[config.mk]
export PLATFORM = sky130hd
export DESIGN_NAME = day11_edge_parser
export DESIGN_NICKNAME = d
export VERILOG_FILES = /design/src/rtl/day11_edge_parser.sv
export SDC_FILE = /design/constraint.sdc
export NUM_CORES = 1
export LEC_CHECK = 0
export BUFFER_PORTS_ARGS = -buffer_cell sky130_fd_sc_hd__buf_2
export CORE_MARGIN = 8
export CORE_UTILIZATION = 40
export CTS_CLUSTER_SIZE = 40
export DETAILED_ROUTE_END_ITERATION = 8
export GPL_TIMING_DRIVEN = 0
export SETUP_SLACK_MARGIN = 0.3
export SLEW_MARGIN = 30
export SYNTH_ARGS = -nofsm -noshare
export SYNTH_HDL_FRONTEND = slang
export SYNTH_SLANG_ARGS = --single-unit
export TNS_END_PERCENT = 100
[constraint.sdc]
create_clock -name clk -period 5.55 [get_ports clk]
set_clock_uncertainty 0.05 [all_clocks]
set_input_delay 0 -clock clk [delete_from_list [all_inputs] [get_ports clk]]
set_output_delay 0 -clock clk [all_outputs]
set_load 0.03 [all_outputs]
[src/rtl/day11_edge_parser.sv]
// day11_edge_parser: tokenizes "src: dst dst ...\n" byte streams into packed
// (src, dst) edge records delivered through a small valid/ready FIFO.
module day11_edge_parser #(
    parameter int FIFO_DEPTH = 4,
    parameter int CNT_W      = 16
) (
    input  logic             clk,
    input  logic             rst,
    input  logic             in_valid,
    input  logic [7:0]       in_byte,
    input  logic             in_last,
    output logic             in_ready,
    output logic             out_valid,
    input  logic             out_ready,
    output logic [14:0]      out_src,
    output logic [14:0]      out_dst,
    output logic             out_first,
    output logic [CNT_W-1:0] edge_count,
    output logic [CNT_W-1:0] line_count,
    output logic             done,
    output logic             err
);
    localparam int AW = $clog2(FIFO_DEPTH);

    localparam logic [2:0] S_SRC   = 3'd0;
    localparam logic [2:0] S_COLON = 3'd1;
    localparam logic [2:0] S_SP    = 3'd2;
    localparam logic [2:0] S_DST   = 3'd3;
    localparam logic [2:0] S_DEL   = 3'd4;
    localparam logic [2:0] S_DONE  = 3'd5;
    localparam logic [2:0] S_ERR   = 3'd6;

    logic [2:0]  state, ns_byte, ns;
    logic [1:0]  ncnt, ncnt_nx;
    logic [14:0] src, dst, src_nx, dst_nx;
    logic        first_pending, fp_nx;
    logic        push, line_inc, acc, push_q, pop;
    logic        is_let, is_nl, is_cr, is_sp, is_col;
    logic [4:0]  code;
    logic [30:0] mem [FIFO_DEPTH];
    logic [AW-1:0] wr_ptr, rd_ptr;
    logic [AW:0]   count;

    assign is_let = (in_byte >= 8'h61) && (in_byte <= 8'h7a);
    assign is_nl  = in_byte == 8'h0a;
    assign is_cr  = in_byte == 8'h0d;
    assign is_sp  = in_byte == 8'h20;
    assign is_col = in_byte == 8'h3a;
    assign code   = 5'(in_byte - 8'h61);

    assign in_ready  = (state <= S_DEL) && (count < (AW+1)'(FIFO_DEPTH));
    assign acc       = in_valid & in_ready;
    assign out_valid = count != '0;
    assign pop       = out_valid & out_ready;
    assign push_q    = acc & push;
    assign err       = state == S_ERR;
    assign {out_src, out_dst, out_first} = out_valid ? mem[rd_ptr] : 31'd0;

    // Per-byte transition; error paths leave push/line_inc clear so a bad
    // byte never updates counters or the FIFO.
    always_comb begin
        ns_byte  = state;
        ncnt_nx  = ncnt;
        src_nx   = src;
        dst_nx   = dst;
        fp_nx    = first_pending;
        push     = 1'b0;
        line_inc = 1'b0;
        case (state)
            S_SRC: begin
                if (is_let) begin
                    src_nx  = {src[9:0], code};
                    ncnt_nx = (ncnt == 2'd2) ? 2'd0 : ncnt + 2'd1;
                    ns_byte = (ncnt == 2'd2) ? S_COLON : S_SRC;
                end else if (!((is_nl || is_cr) && ncnt == 2'd0)) begin
                    ns_byte = S_ERR;
                end
            end
            S_COLON: begin
                line_inc = is_col;
                fp_nx    = is_col ? 1'b1 : first_pending;
                ns_byte  = is_col ? S_SP : S_ERR;
            end
            S_SP: begin
                if (is_sp || is_cr) begin
                    ns_byte = S_SP;
                end else if (is_nl) begin
                    ns_byte = S_SRC;
                    ncnt_nx = 2'd0;
                end else if (is_let) begin
                    dst_nx  = {10'd0, code};
                    ncnt_nx = 2'd1;
                    ns_byte = S_DST;
                end else begin
                    ns_byte = S_ERR;
                end
            end
            S_DST: begin
                if (is_let) begin
                    dst_nx  = {dst[9:0], code};
                    push    = ncnt == 2'd2;
                    fp_nx   = (ncnt == 2'd2) ? 1'b0 : first_pending;
                    ncnt_nx = (ncnt == 2'd2) ? 2'd0 : ncnt + 2'd1;
                    ns_byte = (ncnt == 2'd2) ? S_DEL : S_DST;
                end else begin
                    ns_byte = S_ERR;
                end
            end
            S_DEL: begin
                ns_byte = (is_sp || is_cr) ? S_SP : is_nl ? S_SRC : S_ERR;
                ncnt_nx = 2'd0;
            end
            default: ns_byte = state;
        endcase
        // Final byte: only a clean token boundary may finish the stream.
        ns = !in_last ? ns_byte :
             (ns_byte == S_SP || ns_byte == S_DEL || (ns_byte == S_SRC && ncnt_nx == 2'd0)) ? S_DONE : S_ERR;
    end

    always_ff @(posedge clk) begin
        if (rst) begin
            state         <= S_SRC;
            ncnt          <= 2'd0;
            src           <= '0;
            dst           <= '0;
            first_pending <= 1'b0;
            wr_ptr        <= '0;
            rd_ptr        <= '0;
            count         <= '0;
            edge_count    <= '0;
            line_count    <= '0;
            done          <= 1'b0;
        end else begin
            if (acc) begin
                state         <= ns;
                ncnt          <= ncnt_nx;
                src           <= src_nx;
                dst           <= dst_nx;
                first_pending <= fp_nx;
            end
            if (push_q) wr_ptr <= wr_ptr + 1'b1;
            if (pop) rd_ptr <= rd_ptr + 1'b1;
            count      <= count + {{AW{1'b0}}, push_q} - {{AW{1'b0}}, pop};
            edge_count <= edge_count + {{(CNT_W-1){1'b0}}, push_q & ~&edge_count};
            line_count <= line_count + {{(CNT_W-1){1'b0}}, acc & line_inc & ~&line_count};
            done       <= done | ((state == S_DONE || state == S_ERR) && count == '0);
        end
    end

    always_ff @(posedge clk) begin
        if (push_q) mem[wr_ptr] <= {src, dst_nx, first_pending};
    end
endmodule

; ---- Word level (Yosys, flattened, before mapping)
; Memories as Yosys holds them, arrays and structs flattened. A register that Yosys moved wholly into a read port is not among the register bits.
; Cells that the tools add are included.
[word_totals]
regBits = 76
ramBits = 124
output_inout_bits = 67
mem_count = 1
[memory_table]
columns = memory, words, width, rd, rd_ports_with_merged_regs, write_ports, line
row1 = mem, 4, 31, 1, 1, 1, 40  ; logic [30:0] mem [FIFO_DEPTH];
[classes]
addsub = 8
magnitude_cmp = 4
eq_ne = 16
n_mux = 37
n_bitwise = 7
reduce_logical = 24
[op_table]
columns = op, count
row1 = $mux W15, 4
row2 = $mux W3, 11
row3 = $add A16 B1 Y16, 2
row4 = $reduce_and A16 Y1, 2
row5 = $mux W31, 1
row6 = $pmux W15 S2, 1
row7 = $eq A8 B4 Y1 const B, 2
row8 = $eq A8 B6 Y1 const B, 2
row9 = $mux W2, 8
row10 = $pmux W3 S5, 1
row11 = $eq A3 B3 Y1 const B, 4
row12 = $eq A3 B2 Y1 const B, 3
row13 = $logic_not A3 Y1, 3
row14 = $mux W1, 9
row15 = $ge A8 B7 Y1 const B, 1
row16 = $le A8 B7 Y1 const B, 1
row17 = $add A2 B1 Y2 const B, 3
row18 = $and A1 B1 Y1, 6
row19 = $ne A2 B2 Y1 const B, 3
row20 = $pmux W2 S3, 1
row21 = $logic_and A1 B1 Y1, 5
row22 = $logic_or A1 B1 Y1, 5
row23 = $reduce_and A5 Y1, 1
row24 = $sub A5 B1 Y5 const B, 1
row25 = other kinds (14), 16

; ---- Longest topological paths before layout
; Gate-level depths: netlist of run 1.
[depth]
word_depth = 11
depth_mapped = 13
depth_no_buf = 13

; ---- Worst setup path after synthesis of run 1
; OpenSTA, ideal clock, no wires.
[synth_path]
kind = reg-to-reg
startpoint = reg state[0]
endpoint = reg edge_count[12]
arrival_ps = 3382
slack_ps = 2048
path_stages_with_launch = 13
n_path_buf = 1
synth_period_minus_slack_ps = 3502
path_cell_list = dfxtp_1 clkbuf_1 or2_1 a21oi_1 nand2_1 nor4_4 o31a_1 ha_1 ha_1 nand2_1 or2_2 or3_1 a21oi_1
[synth_between]
elab_chain_cells = 6
word_cells_on_any_way = 8
classes_between = add/sub (1) / order compare (1) / eq/ne (1) / mux (1) / bitwise (3) / reduce/logical (1)
[synth_lines]
columns = item, line
row1 = "start, declared", 33  ; logic [2:0] state, ns_byte, ns;
row2 = "start signal, assigned", 135  ; state <= ns;
row3 = $le A3 B3 Y1, 51  ; assign in_ready = (state <= S_DEL) && (count < (AW+1)'(FIFO_DEPTH));
row4 = $logic_and A1 B1 Y1, 51
row5 = named net in_ready, 12  ; output logic in_ready,
row6 = $and A1 B1 Y1, 52  ; assign acc = in_valid & in_ready;
row7 = $and A1 B1 Y1, 55  ; assign push_q = acc & push;
row8 = $and A1 B1 Y1, 144  ; edge_count <= edge_count + {{(CNT_W-1){1'b0}}, push_q & ~&edge_count};
row9 = $add A16 B1 Y16, 144
row10 = "end signal, assigned", 144
row11 = "end, declared", 18  ; output logic [CNT_W-1:0] edge_count,
; The timed path passes the listed nets, and every way through them passes these cells.
; A chain may end at the register's enable or synchronous reset.

; ---- Final worst setup path of run 1
[layout_path]
startpoint = in in_byte[0]
endpoint = reg edge_count[14]
[layout_between]
elab_chain_cells = 7
word_cells_on_any_way = 8
classes_between = add/sub (1) / order compare (2) / mux (2) / bitwise (2) / reduce/logical (1)
[layout_lines]
columns = item, line
row1 = "start, declared", 10  ; input logic [7:0] in_byte,
row2 = $ge A8 B7 Y1 / $le A8 B7 Y1 (equally long branches), 44  ; assign is_let = (in_byte >= 8'h61) && (in_byte <= 8'h7a);
row3 = $logic_and A1 B1 Y1 (*), 44
row4 = $mux W1 (*), 99  ; if (is_let) begin
row5 = $mux W1 (*), 69  ; case (state)
row6 = $and A1 B1 Y1 (*), 55
row7 = $and A1 B1 Y1 (*), 144
row8 = $add A16 B1 Y16 (*), 144
; Every way passes the cells marked *; elsewhere a longest branch is shown, timed or not.

==> results of run 1 <==
## critical path, cell delays in order
cell	delay (ps)
dlygate4sd3_1	530
buf_2	180
inv_1	110
ha_1	240
nor3b_1	180
a21oi_1	430
nand2_1	300
nor4_4	580
o31a_1	220
ha_1	210
ha_1	290
nand2_1	70
or2_2	330
or3_1	320
a21oi_1	160
## path summary, 6_finish.rpt
| kind | startpoint | end | slack (ps) | cells after the start |
|---|---|---|---|---|
| max | in_byte[0] | edge_count[14] | 1770 | 15 |
| min reg2reg | dst[1] | dst[1] | 430 | 2 |
| min | in_byte[1] | src[3] | 20 | 4 |
| max reg2reg | state[0] | edge_count[14] | 2010 | 12 |
## sequential cells by signal, summed over array words and instances, names as in the netlist, 3 cells and up, named ones only
name	flops
mem	124
edge_count	16
line_count	16
dst	15
src	15
count	3
state	3
## cell type report
cell class	instances	area, um2	share of cell area (%)
Sequential cell	202	5290	52.0
Timing Repair Buffer	87	561	5.51
Clock buffer	21	526	5.17
Tap cell	275	344	3.38
Inverter	15	56.3	0.554
Buffer	36	149	1.46
Clock inverter	17	156	1.54
Multi-Input combinational cell	428	3090	30.4
## metal layers
metal  vias up  GRT usage [%]  part of all wire (%)  wire (um)
met4         0           4.17                   1.6        325
li1       2713              -                     -          -
met2       176           26.3                    49       9780
met3        27           2.93                   5.9       1180
met1      2823           18.4                    43       8670
met5         -              0                     0          0
## cell usage after synthesis, types with 3 or more instances
library cell / n
a211oi_1: 8
a21oi_1: 30
a311oi_1: 11
a31oi_1: 4
and2_1: 38
and3_1: 4
and4_1: 4
buf_1: 11
buf_2: 3
clkbuf_1: 21
dfxtp_1: 78
edfxtp_1: 124
ha_1: 14
inv_1: 15
mux4_2: 31
nand2_1: 82
nand3_1: 26
nand4_1: 6
nor2_1: 57
nor2b_1: 11
nor3_1: 5
o21ai_0: 14
o31a_1: 3
or3_1: 9
xnor2_1: 10
xor2_1: 21
## where the power goes
group,internal [mW],switching (mW),leakage (nW)
Clock,0.795,0.588,0.320
Sequential,1.64,0.0336,1.73
Combinational,0.402,0.745,1.53
## timing repair
item,in CTS,in global routing
endpoints found under the hold margin,9,0
setup buffers,0,0
hold buffers,7,0
setup endpoints to repair,0,0
## logic make-up after synthesis
family                     after synthesis  synth area share (%)
DFF                                    202                  61.6
buffers and inverters                   51                  2.36
and+or+nand+nor                        258                  14.9
xor gates and xnor gates                31                  3.17
muxes                                   33                  8.39
AOI/OAI and AO/OA                       91                  7.24
adders and majority gates               15                  2.28
## layout by cell type, fill, tap and decap left out, types with 14 or more instances in the layout
cell type / count
dfxtp_1: 78
nand2_1: 82
inv_1: 15
edfxtp_1: 124
clkbuf_16: 21
mux4_2: 31
a21oi_1: 30
clkbuf_1: 21
buf_2: 80
nor2_1: 57
ha_1: 14
xor2_1: 21
o21ai_0: 14
and2_1: 34
nand3_1: 26
## per-stage QoR
stage	setup WS [ps]	cells	total power [mW]	area [um2]	util, %
floorplan	2050	681	2.53	8570	-
global placement	1610	1032	2.85	9300	44.2
finish	1770	1081	4.20	10200	48.4
detailed placement	1870	1036	2.87	9420	44.8
CTS	1800	1081	4.26	10200	48.4
global route	1580	1081	4.40	10200	48.4
==> run metrics, run 1 <==
Fin Hold WS=17.0 ps; Reg clk slew, reported paths=60 ps; routed vias/inst=5.31; PD cells=just over 400 nW/um2; worst path arrival time=4150 ps; YS warnings=0; fmax=265 MHz; Slew @ Worst Pin=864 ps; area of the mapped netlist=about 8600 um2; remaining antenna violation count=0; Worst VDD drop=slightly above 0.2 mV; Mapped Nets=709; GRT Resource Usage Total=15.0%; first-pass GRT wire length=31500 um; Clock Latency Late Sink=500 ps; global route total overflow=0; setup violators final=0; register area share after synthesis=around three fifths; Core Area=21000 um2; critical path launch point type=input port; EDFF count, synth=124; IO Pins=80; CP max FO=8; Syn Inst Count=between 600 and 700; register bit total from synthesis=202; syn_area_per_cell=approximately 13 um2; H-tree Lvls=1; Resized cells post-CTS=0; fillcell total=1869; Pins Over Slew Limit=0; CP Data Required Time=5920 ps; Detailed Route Iter0 Violations=368; clock buffer depth=3; initial antenna violation count=0; via count=5739; CTS Buf Count=21; largest net degree at the start of global routing=18; layout cell share with drive strength beyond 1=21.0%; clk sinks=202; Static Leak=3.58 nW; setup TNS=0 ps; Distinct cells, synth=60; crit path time final=around 3800 ps; Final Wtd Congestion=0.882; Post-synth ARST share=0%; wire per inst=between 15 and 20 um; CP Capture Type=flop; largest area contributor in the netlist=edfxtp_1; Post-synth top flop=edfxtp_1; Die H=162 um; CTS tree=done; Final HPWL DP=14000 um; Slew HR=42.4%; clk root buf=clkbuf_16; Hold Vio Cnt, Final=0; WL final=20000 um; number of max-cap violations=0; top cell type's share of synthesized area=43.4%; number of global-route vias before repair=5892; kind of critical path=input port to flop; status=finished, final reports clean; port bufs=between 70 and 80; antenna cells=0; drt pass-1 iters=5; fin crit share=about 70%; Row Count=53; fin nets=819; Initial Util=40.8%; DRC=0; chip width=~160 um; HP Class=input port to flop; RSZ-0062 raised after global routing=no; Synth area leaders=edfxtp_1, dfxtp_1, mux4_2, nand2_1, and2_1; Area growth syn-to-layout=18.6%; die footprint=approximately 26000 um2
No activity file was read; power rests on OpenSTA's default activity.
==> inputs of run 2 (changes only) <==
--- a/config.mk
+++ b/config.mk
@@ -5,6 +5,7 @@
 export SDC_FILE = /design/constraint.sdc
 export NUM_CORES = 1
 export LEC_CHECK = 0
+export ABC_AREA = 1
 export BUFFER_PORTS_ARGS = -buffer_cell sky130_fd_sc_hd__buf_2
 export CORE_MARGIN = 8
 export CORE_UTILIZATION = 40
==> constraint.sdc (replaced) <==
create_clock -name clk -period 3.3 [get_ports clk]
set_clock_uncertainty 0.05 [all_clocks]
set_input_delay 0 -clock clk [delete_from_list [all_inputs] [get_ports clk]]
set_output_delay 0 -clock clk [all_outputs]
set_load 0.03 [all_outputs]
==> run metrics, run 2 <==
WL final=21300 um; die footprint=around 27000 um2; cell area after layout=roughly 11000 um2; global route total overflow=0; clk sinks=roughly 200; wire per inst=15.7 um; RSZ-0062 raised after global routing=yes; first-pass GRT wire length=around 34000 um; CTS Buf Count=22; Initial Util=40.5%; fmax=337 MHz; YS warnings=0; chip width=164 um; layout cell share with drive strength beyond 1=17.5%; Mapped Nets=958; Row Count=54; PD cells=just under 700 nW/um2; Flop pwr share=39.7%; CP Capture Type=flop; IO Pins=80; Synth area leaders=edfxtp_1, dfxtp_1, nor2_1, o21ai_0, a21oi_1; area of the mapped netlist=8780 um2; max reg flops=about 120; register bit total from synthesis=202; Top Registers=mem: 124 flops, edge_count: 16 flops, line_count: 16 flops; Detailed Route Iter0 Violations=486; Pins Over Slew Limit=0; combinational group share of total power=30.0%; port bufs=77; via count=between 6000 and 7000; Hold Vio Cnt, Final=0; area post-placement=approximately 9700 um2; Post-synth ARST share=0%; worst path arrival time=3280 ps; Worst VDD drop=0.503 mV; Clock Latency Late Sink=500 ps; Reg with most FFs=mem; number of max-cap violations=0; crit path time final=2960 ps; kind of critical path=flop to flop; commonest non-fill, non-tap cell in the layout=nor2_1; fin nets=1090; Clk pwr share=30.3%; remaining antenna violation count=0; CP Data Required Time=3620 ps; critical path launch point type=flop; Post-synth top flop=edfxtp_1; most frequent cell after synthesis=nor2_1; clock buffer depth=3; routed vias/inst=approximately 5; Syn Inst Count=930; P_int=roughly 4.7 mW; Core Area=21700 um2; Final Wtd Congestion=0.851; Slew HR=48.8%; Reg clk slew, reported paths=60 ps; CTS tree=done; register area share after synthesis=60.2%; HP Class=input port to flop; setup TNS=0 ps; syn_area_per_cell=9.44 um2; setup violators final=0; drt pass-1 iters=5; number of global-route vias before repair=6581; initial antenna violation count=2; largest net degree at the start of global routing=19; CP max FO=7; top cell type's share of synthesized area=a little over two fifths; EDFF count, synth=124; Slew @ Worst Pin=764 ps; commonest cells in the netlist=nor2_1, edfxtp_1, o21ai_0; GRT Resource Usage Total=15.6%; Die H=164 um; status=finished, final reports clean; H-tree Lvls=1; largest area contributor in the netlist=edfxtp_1; Static Leak=4.20 nW; Switch Pwr=2.62 mW; Area growth syn-to-layout=21.4%; Distinct cells, synth=39; switching portion of total power=a little over a third; most frequent cells in the layout=nor2_1, edfxtp_1, o21ai_0, inv_1, a21oi_1; clk root buf=clkbuf_16; fin crit share=between 80% and 90%; Final HPWL DP=14700 um; DRC=0
## run 2: final timing paths
kind / from / slack [ps] / cells after the start / to
max: state[0] / 340 / 18 / edge_count[15]
min: in_byte[0] / 50 / 4 / src[1]
max reg2reg: state[0] / 340 / 18 / edge_count[15]
min reg2reg: done / 420 / 2 / done
## run 2: cell type report
class / instances / area [um2]
diodes: 2 / 5.00
plain buffers: 39 / 173
clock buffers: 28 / 573
clock inverters: 11 / 66.3
fillers: 2022 / 11000
inverters: 104 / 393
multi-input cells: 585 / 3080
flip-flops and latches: 202 / 5290
well taps: 280 / 350
repair buffers: 108 / 731
## run 2: cell families after synthesis
logic type               after synthesis  synth area share, %
AO/OA/AOI/OAI                        227                 13.6
XOR/XNOR                              11                 1.10
adder cells (fa/ha/maj)               15                 2.22
buffers and inverters                143                 6.34
flip-flops                           202                 60.2
AND/OR/NAND/NOR                      332                 16.5
## run 2: per-stage QoR
stage / power (mW) / cells / worst slack (ps) / utilization, % / hold WS [ps]
global route: 7.67 / 1358 / 130 / 49.1 / 71.4
floorplan: 4.39 / 930 / 86.3 / - / 49.0
global placement: 5.04 / 1287 / -1050 / 43.9 / 173
detailed placement: 5.07 / 1291 / -36.7 / 44.5 / 182
finish: 7.28 / 1359 / 336 / 49.2 / 45.5
CTS: 7.31 / 1345 / 315 / 48.3 / 10.8
## run 2: power by group through the flow
stage          Clock [mW]  Sequential, mW  Combinational (mW)
6_report             2.20            2.89                2.18
5_1_grt              2.35            2.90                2.42
4_1_cts              2.26            2.89                2.16
3_5_place_dp            0            2.94                2.13
3_3_place_gp            0            2.93                2.11
2_1_floorplan           0            2.92                1.47
## run 2: per-layer routing
metal / global-route usage, % / share of wire (%)
met5: 0 / 0.061
met4: 4.09 / 2.1
met3: 3.08 / 5.4
met2: 26.5 / 48
met1: 20.0 / 45
## run 2: critical path: stages, from the launching register on
cell and delay (ps):
dfxtp_1 300, buf_6 130, nor2_4 100, nor2_2 70
nor2_4 140, nand2_4 90, nor4_4 340, inv_4 60
a41oi_2 180, ha_2 240, nand3_4 100, nor3_4 220
nand2_2 110, nor2_4 160, nand4_4 120, nor2_4 130
nand4_1 90, xor2_1 170, nor2_1 50
## run 2: repair_timing
item	CTS	global route
resized for setup	5	27
pin swaps	1	12
hold buffers	13	0
endpoints found under the hold margin	18	0
setup buffers	2	12
endpoints found under the setup margin	10	12
==> inputs of run 3 (changes only) <==
--- a/config.mk
+++ b/config.mk
@@ -6,12 +6,13 @@
 export NUM_CORES = 1
 export LEC_CHECK = 0
 export ABC_AREA = 1
-export BUFFER_PORTS_ARGS = -buffer_cell sky130_fd_sc_hd__buf_2
 export CORE_MARGIN = 8
 export CORE_UTILIZATION = 40
 export CTS_CLUSTER_SIZE = 40
 export DETAILED_ROUTE_END_ITERATION = 8
+export DONT_BUFFER_PORTS = 1
 export GPL_TIMING_DRIVEN = 0
+export MAX_ROUTING_LAYER = met4
 export SETUP_SLACK_MARGIN = 0.3
 export SLEW_MARGIN = 30
 export SYNTH_ARGS = -nofsm -noshare
==> run metrics, run 3 (same netlist as run 2, synthesis figures left out) <==
antenna cells=0; Slew @ Worst Pin=823 ps; worst hold stages=6; fmax=339 MHz; fin nets=1018; Final HPWL DP=14500 um; drt pass-1 iters=4; max reg flops=124; commonest non-fill, non-tap cell in the layout=nor2_1; R2R Path Start=state[0]; Worst VDD drop=0.302 mV; final core occ=48.5%; fin crit share=89.5%; first-pass GRT wire length=33700 um; Die H=164 um; Setup Slack @ Placement=-306 ps; number of global-route vias before repair=roughly 6200; H-tree Lvls=1; largest net degree at the start of global routing=20; Top cell by count, worst path=nor2_4; IO Pins=80; most frequent cells in the layout=nor2_1, edfxtp_1, o21ai_0, inv_1, a21oi_1; wire per inst=16.8 um; RSZ-0062 raised after global routing=yes; clock buffer depth=3; final worst slack=between 300 and 400 ps; Top Registers=mem: 124 flops, edge_count: 16 flops, line_count: 16 flops; PD cells=711 nW/um2; Core Area=21700 um2; Initial Util=between 40% and 50%; CP max FO=4; CTS tree=done; CP Data Required Time=3650 ps; clk sinks=202; reg-to-reg setup timing slack=350 ps; Area growth syn-to-layout=19.8%; Reg clk slew, reported paths=around 60 ps; Reg with most FFs=mem; WL final=21600 um; global route total overflow=0; chip width=164 um; port bufs=0; worst path arrival time=3300 ps; crit path time final=2950 ps; Hold Crit Start=in_byte[5]; die footprint=27000 um2; clk root buf=clkbuf_16; kind of critical path=flop to flop; critical path launch point type=flop; remaining antenna violation count=0; GRT Resource Usage Total=16.4%; setup violators final=0; crit-path max cell delay=300 ps; CP Cell Sequence=buf_6 > nor2_4 > nor2_2 > nor2_4 > nand2_4 > nor4_4 > bufinv_8 > a41oi_4 > ha_4 > nand3_4 > nor3_4 > nand2_2 > nor2_4 > nand4_4 > nor2_4 > nand4_1 > xor2_1 > nor2_1; Post-Place Cells=1215; Hold Vio Cnt, Final=0; initial antenna violation count=0; slowest CP cell=dfxtp_1; status=finished, final reports clean; hold worst-path end=ncnt[0]; Pins Over Slew Limit=0; Static Leak=3.94 nW; routed vias/inst=5.07; Final Wtd Congestion=0.854; HP Class=input port to flop; CTS Buf Count=23; post-route insts no fill=roughly 1300; Slew HR=between 40 and 50%; worst r2r path cells=18; Clock Latency Late Sink=510 ps; setup TNS=0 ps; Detailed Route Iter0 Violations=466; layout cell share with drive strength beyond 1=12.6%; via count=6515; CP Capture Type=flop; DRC=0; Row Count=between 50 and 60; number of max-cap violations=0; reg2reg end=edge_count[15]
## run 3: cell count changes in the layout (fill, tap and decap cells not counted), sizes merged
cell,before,now
dlygate4sd3,13,16
inv,105,104
bufinv,0,2
buf,105,29
diode,2,0
clkinv,9,6
clkbuf,57,61
## run 3: per-layer routing
metal | track usage (%) | routed length (um)
met5 | - | 0
met4 | 4.75 | 510
met3 | 3.33 | 1220
met2 | 26.6 | 10400
met1 | 20.4 | 9540
## run 3: layout make-up
type,count,area [um2]
inverters,104,404
clock buffers,32,713
repair buffers,35,390
fillers,2024,11200
flip-flops and latches,202,5290
well taps,280,350
clock inverters,9,80.1
multi-input cells,585,3120
plain buffers,39,173
## run 3: power breakdown
| part | switching, mW | internal, mW |
|---|---|---|
| registers | 0.0817 | 2.81 |
| clock network | 1.01 | 1.59 |
| logic | 1.54 | 0.457 |
## run 3: critical path, delay by kind of cell (launching register included)
kind,cells,cell delay [ps]
compound gates,1,190
xor+xnor,1,150
fa+ha+maj,1,190
buf+inv,2,350
flops,1,300
simple gates,13,1590
## run 3: timing repair
item,4_1_cts,5_1_grt
buffers inserted,10,4
setup endpoints to repair,15,12
cloned,0,0
hold buffers,16,0
pin swaps,7,6
resized for setup,19,16
hold endpoints to repair,42,0
## run 3: per-stage QoR
step,total power [mW],area [um2],hold slack [ps]
after floorplan,4.39,8780,49.0
after global placement,4.86,9130,51.9
after detailed placement,4.89,9290,54.7
after CTS,7.55,10400,0.208
after global routing,7.87,10500,49.6
final,7.48,10500,12.3
## run 3: worst max path at each step
stage	from	to	slack (ps)
2_1_floorplan	state[0]	mem[0][0]	90
3_3_place_gp	state[0]	mem[1][9]	-1220
3_5_place_dp	state[0]	edge_count[15]	-310
4_1_cts	in_byte[0]	line_count[15]	240
5_1_grt	state[0]	edge_count[15]	150
6_report	state[0]	edge_count[15]	350
